`config.mk`:
```
export PLATFORM = sky130hd
export DESIGN_NAME = reservation_station
export DESIGN_NICKNAME = d
export VERILOG_FILES = /design/src/rtl/qu_common.sv /design/src/rtl/rs_select.sv /design/src/rtl/reservation_station.sv
export SDC_FILE = /design/constraint.sdc
export NUM_CORES = 1
export LEC_CHECK = 0
export CAP_MARGIN = 20
export CORE_AREA = 3 3 228 398
export CTS_CLUSTER_SIZE = 8
export DETAILED_ROUTE_END_ITERATION = 6
export DIE_AREA = 0 0 231 401
export GPL_ROUTABILITY_DRIVEN = 0
export PLACE_DENSITY_LB_ADDON = 0.08
export REMOVE_ABC_BUFFERS = 1
export SLEW_MARGIN = 30
export SYNTH_ARGS = -nofsm -noshare
export SYNTH_HDL_FRONTEND = slang
export SYNTH_SLANG_ARGS = --single-unit
```
`constraint.sdc`:
```
create_clock -name clk -period 6.65 [get_ports clk]
set_input_delay 1.995 -clock clk [delete_from_list [all_inputs] [get_ports clk]]
set_output_delay 1.995 -clock clk [all_outputs]
set_load 0.005 [all_outputs]
```
`src/rtl/qu_common.sv`:
```
// rtl/qu_common.sv - shared reservation station constants, index type and cell type
package qu_common;

    localparam int RS_ENTRIES    = 4;
    localparam int RS_TAG_WIDTH  = 5;
    localparam int RS_DATA_WIDTH = 32;
    localparam int RS_OP_WIDTH   = 6;

    typedef logic [$clog2(RS_ENTRIES)-1:0] rs_idx_t;

    typedef struct packed {
        logic                     busy;
        logic [RS_OP_WIDTH-1:0]   op;
        logic [RS_TAG_WIDTH-1:0]  qj;
        logic [RS_TAG_WIDTH-1:0]  qk;
        logic [RS_DATA_WIDTH-1:0] vj;
        logic [RS_DATA_WIDTH-1:0] vk;
        logic [RS_DATA_WIDTH-1:0] a;
    } res_st_cell_t;

    // Tag 0 means "operand already present", so it never matches a broadcast.
    function automatic logic cdb_match(input logic                    cdb_valid,
                                       input logic [RS_TAG_WIDTH-1:0] cdb_tag,
                                       input logic [RS_TAG_WIDTH-1:0] q);
        return cdb_valid && (cdb_tag != '0) && (cdb_tag == q);
    endfunction

endpackage

```
`src/rtl/rs_select.sv`:
```
// rtl/rs_select.sv - lowest-index priority encoder returning found flag and index
module rs_select #(
    parameter int N     = 4,
    parameter int IDX_W = 2
) (
    input  logic [N-1:0]     req,
    output logic             found,
    output logic [IDX_W-1:0] idx
);

    always_comb begin
        found = 1'b0;
        idx   = '0;
        for (int i = N - 1; i >= 0; i--) begin
            if (req[i]) begin
                found = 1'b1;
                idx   = IDX_W'(i);
            end
        end
    end

endmodule

```
`src/rtl/reservation_station.sv`:
```
// rtl/reservation_station.sv - Tomasulo reservation station with CDB capture and registered issue
module reservation_station
    import qu_common::*;
#(
    parameter int ENTRIES    = RS_ENTRIES,
    parameter int TAG_WIDTH  = RS_TAG_WIDTH,
    parameter int DATA_WIDTH = RS_DATA_WIDTH
) (
    input  logic                       clk,
    input  logic                       rst,
    input  logic                       flush_in,
    input  logic                       dispatch_valid_in,
    input  res_st_cell_t               dispatch_cell_in,
    output logic                       dispatch_ready_out,
    input  logic                       cdb_valid_in,
    input  logic [TAG_WIDTH-1:0]       cdb_tag_in,
    input  logic [DATA_WIDTH-1:0]      cdb_value_in,
    output logic                       issue_valid_out,
    output res_st_cell_t               issue_cell_out,
    input  logic                       issue_ready_in,
    output logic [$clog2(ENTRIES+1)-1:0] count_out
);

    localparam int IDX_W = $clog2(ENTRIES);
    localparam int CNT_W = $clog2(ENTRIES + 1);

    res_st_cell_t      slots [ENTRIES];
    res_st_cell_t      woken [ENTRIES];
    res_st_cell_t      disp_cell;
    logic [ENTRIES-1:0] busy_vec;
    logic [ENTRIES-1:0] free_vec;
    logic [ENTRIES-1:0] ready_vec;
    logic              free_found;
    logic              ready_found;
    logic [IDX_W-1:0]  free_idx;
    logic [IDX_W-1:0]  ready_idx;
    logic              accept;
    logic              load;

    always_comb begin
        busy_vec  = '0;
        ready_vec = '0;
        for (int i = 0; i < ENTRIES; i++) begin
            busy_vec[i]  = slots[i].busy;
            ready_vec[i] = slots[i].busy && (slots[i].qj == '0) && (slots[i].qk == '0);
        end
    end

    assign free_vec = ~busy_vec;

    rs_select #(.N(ENTRIES), .IDX_W(IDX_W)) u_free_sel (
        .req   (free_vec),
        .found (free_found),
        .idx   (free_idx)
    );

    rs_select #(.N(ENTRIES), .IDX_W(IDX_W)) u_ready_sel (
        .req   (ready_vec),
        .found (ready_found),
        .idx   (ready_idx)
    );

    assign dispatch_ready_out = free_found;
    assign accept             = dispatch_valid_in && dispatch_ready_out;
    assign load               = (!issue_valid_out || issue_ready_in) && ready_found;

    // An operand produced in the same cycle it is dispatched is captured here,
    // otherwise it would miss its only broadcast.
    always_comb begin
        disp_cell      = dispatch_cell_in;
        disp_cell.busy = 1'b1;
        if (cdb_match(cdb_valid_in, cdb_tag_in, dispatch_cell_in.qj)) begin
            disp_cell.vj = cdb_value_in;
            disp_cell.qj = '0;
        end
        if (cdb_match(cdb_valid_in, cdb_tag_in, dispatch_cell_in.qk)) begin
            disp_cell.vk = cdb_value_in;
            disp_cell.qk = '0;
        end
    end

    always_comb begin
        for (int i = 0; i < ENTRIES; i++) begin
            woken[i] = slots[i];
            if (slots[i].busy && cdb_match(cdb_valid_in, cdb_tag_in, slots[i].qj)) begin
                woken[i].vj = cdb_value_in;
                woken[i].qj = '0;
            end
            if (slots[i].busy && cdb_match(cdb_valid_in, cdb_tag_in, slots[i].qk)) begin
                woken[i].vk = cdb_value_in;
                woken[i].qk = '0;
            end
        end
    end

    always_ff @(posedge clk) begin
        if (rst || flush_in) begin
            for (int i = 0; i < ENTRIES; i++) begin
                slots[i] <= '0;
            end
            issue_valid_out <= 1'b0;
            issue_cell_out  <= '0;
            count_out       <= '0;
        end else begin
            // The issued slot is busy and the dispatch slot is free, so they never collide.
            for (int i = 0; i < ENTRIES; i++) begin
                slots[i] <= woken[i];
                if (load && (ready_idx == IDX_W'(i))) begin
                    slots[i].busy <= 1'b0;
                end
                if (accept && (free_idx == IDX_W'(i))) begin
                    slots[i] <= disp_cell;
                end
            end

            if (load) begin
                issue_cell_out      <= slots[ready_idx];
                issue_cell_out.qj   <= '0;
                issue_cell_out.qk   <= '0;
                issue_cell_out.busy <= 1'b1;
                issue_valid_out     <= 1'b1;
            end else if (issue_ready_in && issue_valid_out) begin
                issue_valid_out <= 1'b0;
            end

            count_out <= count_out + CNT_W'(accept) - CNT_W'(load);
        end
    end

endmodule
```
==> flow_metrics.py, run 1 <==
metrics = {
    "outcome": {
        "status": "completed",
    },
    "global_routing": {
        "grt_pass1_wl_um": 149600,
        "antenna_found_initial": 8,
        "grtUsageTotal": 0.2231,
        "grt_pass1_vias": 20520,
        "gr-total-overflow": 0,
        "grt_max_degree": 194,
    },
    "die": {
        "dieHeight_um": 401,
        "die_w_um": 231,
        "row_count": 144,
        "core_area_um2": 87920,
        "io_pins": 274,
        "start_util": 0.2982,
        "dieArea_um2": 92630,
    },
    "yosys": {
        "synth_area_um2": 26220,
        "synthAdderAreaFrac": 0.001241,
        "yosysUniqueCellTypes": 46,
        "synth_edf_count": 451,
        "synth_mux_area_frac": 0,
        "ys_seq_area_frac": 0.5990,
        "synth_xor_area_frac": 0.01771,
        "async_reset_ff_frac": 0,
        "yosys.area_share.simple": 0.1038,
        "yosys_warnings": 0,
        "syn-mean-instance-area_um2": 11.96,
        "synth_top_family_by_area": "compound AO/OA/AOI/OAI gates",
        "synth_compound_area_frac": 0.2319,
        "postSynthCellCount": 2193,
        "synth_seq_cells": 559,
        "synth-main-ff-cell": "edfxtp_1",
    },
    "clocking": {
        "cts_buffers": 79,
        "insertion_delay_ns": 0.66,
        "cts_tree": "built",
        "cts.sinks": 559,
        "clockRootBuffer": "clkbuf_16",
        "post-cts-setup-buffers": 0,
        "htree_num_levels": 3,
        "cts_hold_buf": 0,
        "post_cts_resize_count": 0,
        "cts_buffer_depth": 3,
        "clk_pin_slew_ns": 0.05,
    },
    "routing": {
        "dr.pass1.iters": 5,
        "viasPerCell": 5.552,
        "wl_per_cell_um": 29.41,
        "antenna_left": 0,
        "drt_iter0_markers": 1449,
        "drc_errors": 0,
        "finalWirelength_um": 105800,
        "num_vias": 19970,
    },
    "sta": {
        "hold_viol": 0,
        "fmax_ghz": 0.2155,
        "min_period_ns": 4.640,
        "worst_pin_slew_ns": 1.018,
        "slew_viol_final": 0,
        "setup_viol": 0,
        "rsz0062_at_grt": "no",
        "skew_ns": 0.03491,
        "fin_crit_sh": 0.6978,
        "finalSetupTns_ns": 0,
        "relSlewSlack": 0.3213,
    },
    "power_and_ir_drop": {
        "ir_drop_v": 0.0001584,
        "p_leak_uw": 0.01383,
        "p_total_uw": 8871,
        "power_density_nw_per_um2": 272.9,
    },
    "setup_path": {
        "cp_max_fo": 22,
        "critPathBufInv": 2,
        "critPathArrivalTime_ns": 5.15,
        "crit_path_max_incr_delay_ns": 0.80,
        "start_kind": "primary input",
        "slowest_stage": "and2_2",
        "worstPathRequired_ns": 7.16,
        "worst-setup-path-type": "primary input to flop",
        "crit_chain": "clkdlybuf4s50_1 > or4_1 > o21a_2 > nand4_2 > and2_2 > buf_4 > a22o_1",
        "cp-end-kind": "flop",
        "cpLargestDelayFamily": "simple AND/OR/NAND/NOR gates",
    },
    "finish": {
        "area_growth_syn_to_layout_pct": 24.01,
        "fin_cells": 3596,
        "n_fill_cell": 8698,
        "fin_nets": 2519,
        "drive_gt1_frac": 0.08828,
    },
    "worst_hold_path": {
        "hold_path_class": "flop to flop",
    },
    "placement": {
        "io_buffers": 262,
        "post-place-cells": 3445,
        "hpwl_um": 59060,
    },
    "job": {
        "maxCapViolCount": 0,
    },
}
## sequential cells by signal (all words and copies together), names as in the netlist
signal	count
count_out	3
issue_valid_out	1
slots	452
issue_cell_out	103
## placed cells by master, fill, tap and decap left out, drive strengths merged, types with 4 or more instances in the layout
master / n
edfxtp: 451
clkdlybuf4s50: 262
a22o: 256
o21ai: 214
a21o: 204
and3: 155
clkbuf: 141
dfxtp: 108
a21oi: 106
nor3b: 103
o22ai: 102
buf: 77
and2: 75
xnor2: 27
xor2: 26
nor2: 21
nand2: 15
conb: 13
nand3: 11
nor3: 11
inv: 11
nand4: 6
and4: 5
diode: 4
nor4: 4
o41ai: 4
nor4b: 4
## metrics by stage
step | utilization | hold WS, ns | cell area [um2] | worst slack [ns]
after floorplan | - | 0.4650 | 25080 | -3.381
after global placement | 0.3415 | 0.4661 | 30020 | 1.378
after detailed placement | 0.3425 | 0.4699 | 30110 | 1.409
after CTS | 0.3689 | 0.4881 | 32430 | 2.108
after global routing | 0.3696 | 0.5454 | 32500 | 1.996
final | 0.3698 | 0.4761 | 32510 | 2.010
## where the power goes
| group | total [uW] | switching (uW) | leakage, uW | internal, uW |
|---|---|---|---|---|
| sequential | 4090 | 75.9 | 0.00592 | 4010 |
| clock | 3880 | 1570 | 0.00110 | 2310 |
| combinational | 897 | 544 | 0.00681 | 353 |
| total | 8870 | 2190 | 0.0138 | 6680 |
## worst min-delay path: stages (launching register included)
cell and delay (ns):
dfxtp_1 0.32, nor2_1 0.05, nor2_1 0.07
## cells in the mapped netlist (3+ instances only)
cell,count,area share
buf_2,65,0.012
nor2_2,4,0.00095
nor2_1,17,0.0024
and4_1,3,0.0010
and3_1,155,0.037
clkbuf_1,136,0.019
o22ai_1,102,0.024
nand4_1,4,0.00095
buf_4,17,0.0049
nor4_1,4,0.00095
o21ai_1,156,0.030
nand3_1,11,0.0021
xor2_1,26,0.0087
a21o_1,204,0.058
buf_1,39,0.0056
buf_6,6,0.0026
dfxtp_1,108,0.082
xnor2_1,27,0.0090
nor3_1,7,0.0013
nor3b_1,102,0.029
o41ai_1,4,0.0013
and2_1,75,0.018
a21oi_1,106,0.020
o21ai_0,58,0.011
inv_1,8,0.0011
a22o_1,256,0.086
edfxtp_1,451,0.52
nand2_1,15,0.0021
## logic make-up (layout without fill, tap and decap cells)
logic type                 Yosys count  in the layout
AOI/OAI and AO/OA                  889            889
xor gates and xnor gates            53             53
adders and majority gates            2              2
buffers and inverters              271            491
DFF                                559            559
other                                2             17
and+or+nand+nor                    417            417
## cell type report
type | count | area [um2] | area share
tap | 1168 | 1461 | 0.04495
sequential | 559 | 15710 | 0.4831
clock buffer | 141 | 2295 | 0.07058
inverter | 8 | 30.03 | 0.0009236
clock inverter | 3 | 26.28 | 0.0008082
timing repair buffer | 339 | 3413 | 0.1050
antenna | 4 | 10.01 | 0.0003079
multi-input combinational | 1374 | 9570 | 0.2944
## routing by layer
metal	wire length (um)	global-route usage	part of all wire
met1	43580	0.2772	0.41
met4	3108	0.07923	0.029
met3	6178	0.04072	0.058
met2	52850	0.3865	0.50
met5	39	0	0.00037
## final timing paths
check | from | end | slack, ns | cells past startpoint
max | cdb_tag_in[4] | slots[3][85] | 2.01 | 7
max reg2reg | slots[0][112] | issue_valid_out | 2.96 | 6
min reg2reg | issue_cell_out[112] | issue_cell_out[112] | 0.48 | 2
min | issue_cell_out[112] | issue_cell_out[112] | 0.48 | 2
Power figures use the tool's default switching activity.
==> inputs of run 2 (changes only) <==
==> constraint.sdc (replaced) <==
create_clock -name clk -period 3.7 [get_ports clk]
set_input_delay 1.11 -clock clk [delete_from_list [all_inputs] [get_ports clk]]
set_output_delay 1.11 -clock clk [all_outputs]
set_load 0.005 [all_outputs]
==> flow_metrics.py, run 2 (synthesis results as in run 1) <==
metrics = {
    "sta": {
        "hold_viol": 0,
        "relSlewSlack": 0.4439,
        "fmax_ghz": 0.3148,
        "skew_ns": 0.02476,
        "setup_viol": 0,
        "slew_viol_final": 0,
        "setup_ws_ns": 0.5229,
        "worst_pin_slew_ns": 0.8310,
        "fin_hold_ws_ns": 0.4784,
        "rsz0062_at_grt": "no",
        "fin_crit_sh": 0.8587,
        "min_period_ns": 3.177,
    },
    "clocking": {
        "post-cts-setup-buffers": 0,
        "htree_num_levels": 3,
        "cts_tree": "built",
        "cts_buffer_depth": 3,
        "cts_hold_buf": 0,
        "insertion_delay_ns": 0.67,
        "post_cts_resize_count": 0,
        "cts_buffers": 79,
        "clockRootBuffer": "clkbuf_16",
        "cts.sinks": 559,
        "clk_pin_slew_ns": 0.05,
    },
    "placement": {
        "placed_cell_area_um2": 30860,
        "post-place-cells": 3487,
        "post-place-ws_ns": 0.08559,
        "io_buffers": 262,
        "hpwl_um": 60160,
    },
    "power_and_ir_drop": {
        "ir_drop_v": 0.0002887,
        "swShare": 0.2543,
        "p_leak_uw": 0.01415,
        "switchingPower_uw": 4075,
        "power_frac_seq": 0.458,
        "pwr-share-comb": 0.105,
        "clkPwrFrac": 0.437,
        "p_int_uw": 11950,
        "power_density_nw_per_um2": 482.7,
    },
    "finish": {
        "fin_nets": 2558,
        "largest_register_ffs": 452,
        "reg_top3": "slots x452, issue_cell_out x103, count_out x3",
        "final_area_um2": 33200,
        "layout_common_cells": "edfxtp_1 (451), clkdlybuf4s50_1 (262), a22o_1 (256)",
        "final_common_cell": "edfxtp_1",
        "fin_cells": 3634,
        "n_fill_cell": 8647,
        "drive_gt1_frac": 0.1028,
        "final_core_util": 0.3776,
        "regMostFlops": "slots",
        "area_growth_syn_to_layout_pct": 26.63,
    },
    "setup_path": {
        "worst-setup-path-type": "flop to primary output",
        "critPathArrivalTime_ns": 2.07,
        "worstPathRequired_ns": 2.59,
        "start_kind": "flop",
        "cp-end-kind": "primary output",
        "cp_max_fo": 8,
    },
    "die": {
        "die_w_um": 231,
        "core_area_um2": 87920,
        "io_pins": 274,
        "start_util": 0.2982,
        "row_count": 144,
        "dieArea_um2": 92630,
        "dieHeight_um": 401,
    },
    "routing": {
        "viasPerCell": 5.559,
        "wl_per_cell_um": 28.99,
        "finalWirelength_um": 105300,
        "antenna_left": 0,
        "drc_errors": 0,
        "num_vias": 20200,
        "dr.pass1.iters": 5,
        "drt_iter0_markers": 1411,
    },
    "global_routing": {
        "grt_pass1_vias": 21160,
        "gr-total-overflow": 0,
        "grtUsageTotal": 0.2238,
        "use_met1": 0.2722,
        "antenna_found_initial": 5,
        "grtUsageMet2": 0.3989,
        "busiest_layer": "met2",
        "grt_pass1_wl_um": 151100,
        "grtUsageMet3": 0.03951,
        "grt_max_degree": 106,
    },
    "outcome": {
        "status": "completed",
    },
    "worst_hold_path": {
        "hold_path_class": "flop to flop",
    },
    "job": {
        "maxCapViolCount": 0,
    },
}
[run 2: metrics by stage]
step | power (uW) | TNS (ns)
floorplan | 8187 | -2517.85
global placement | 9142 | 0
detailed placement | 9168 | 0
CTS | 16240 | 0
global route | 16610 | 0
finish | 16020 | 0
[run 2: cell type report]
cell class                 count  area, um2  area share
tap                         1168       1461     0.04402
inverter                       8      30.03   0.0009045
clock buffer                 136       2191     0.06599
multi-input combinational   1374       9570      0.2883
sequential                   559      15710      0.4730
clock inverter                 7      135.1    0.004070
timing repair buffer         378       4098      0.1234
antenna                        4      10.01   0.0003015
[run 2: path summary, 6_finish.rpt]
check	depth (start not counted)	startpoint	slack, ns	endpoint
min	2	issue_cell_out[112]	0.48	issue_cell_out[112]
max	2	slots[0][112]	0.52	dispatch_ready_out
max reg2reg	9	slots[2][112]	0.87	count_out[2]
min reg2reg	2	issue_cell_out[112]	0.48	issue_cell_out[112]
[run 2: critical path: stages, from the launching register on]
cell	delay, ns
edfxtp_1	0.58
nand4_1	0.30
clkdlybuf4s50_1	0.54
[run 2: power groups by stage]
stage / Clock, uW / Sequential, uW / Combinational (uW)
floorplan: 0 / 7450 / 737
global placement: 0 / 7460 / 1690
detailed placement: 0 / 7470 / 1700
CTS: 7190 / 7350 / 1700
global route: 7440 / 7380 / 1800
finish: 7000 / 7350 / 1680
[run 2: routing by layer]
metal / up-vias / part of all wire / routed length (um)
li1: 8868 / - / -
met1: 10390 / 0.40 / 42060
met2: 773 / 0.51 / 54050
met3: 170 / 0.059 / 6225
met4: 2 / 0.028 / 2997
met5: - / 0.00012 / 13
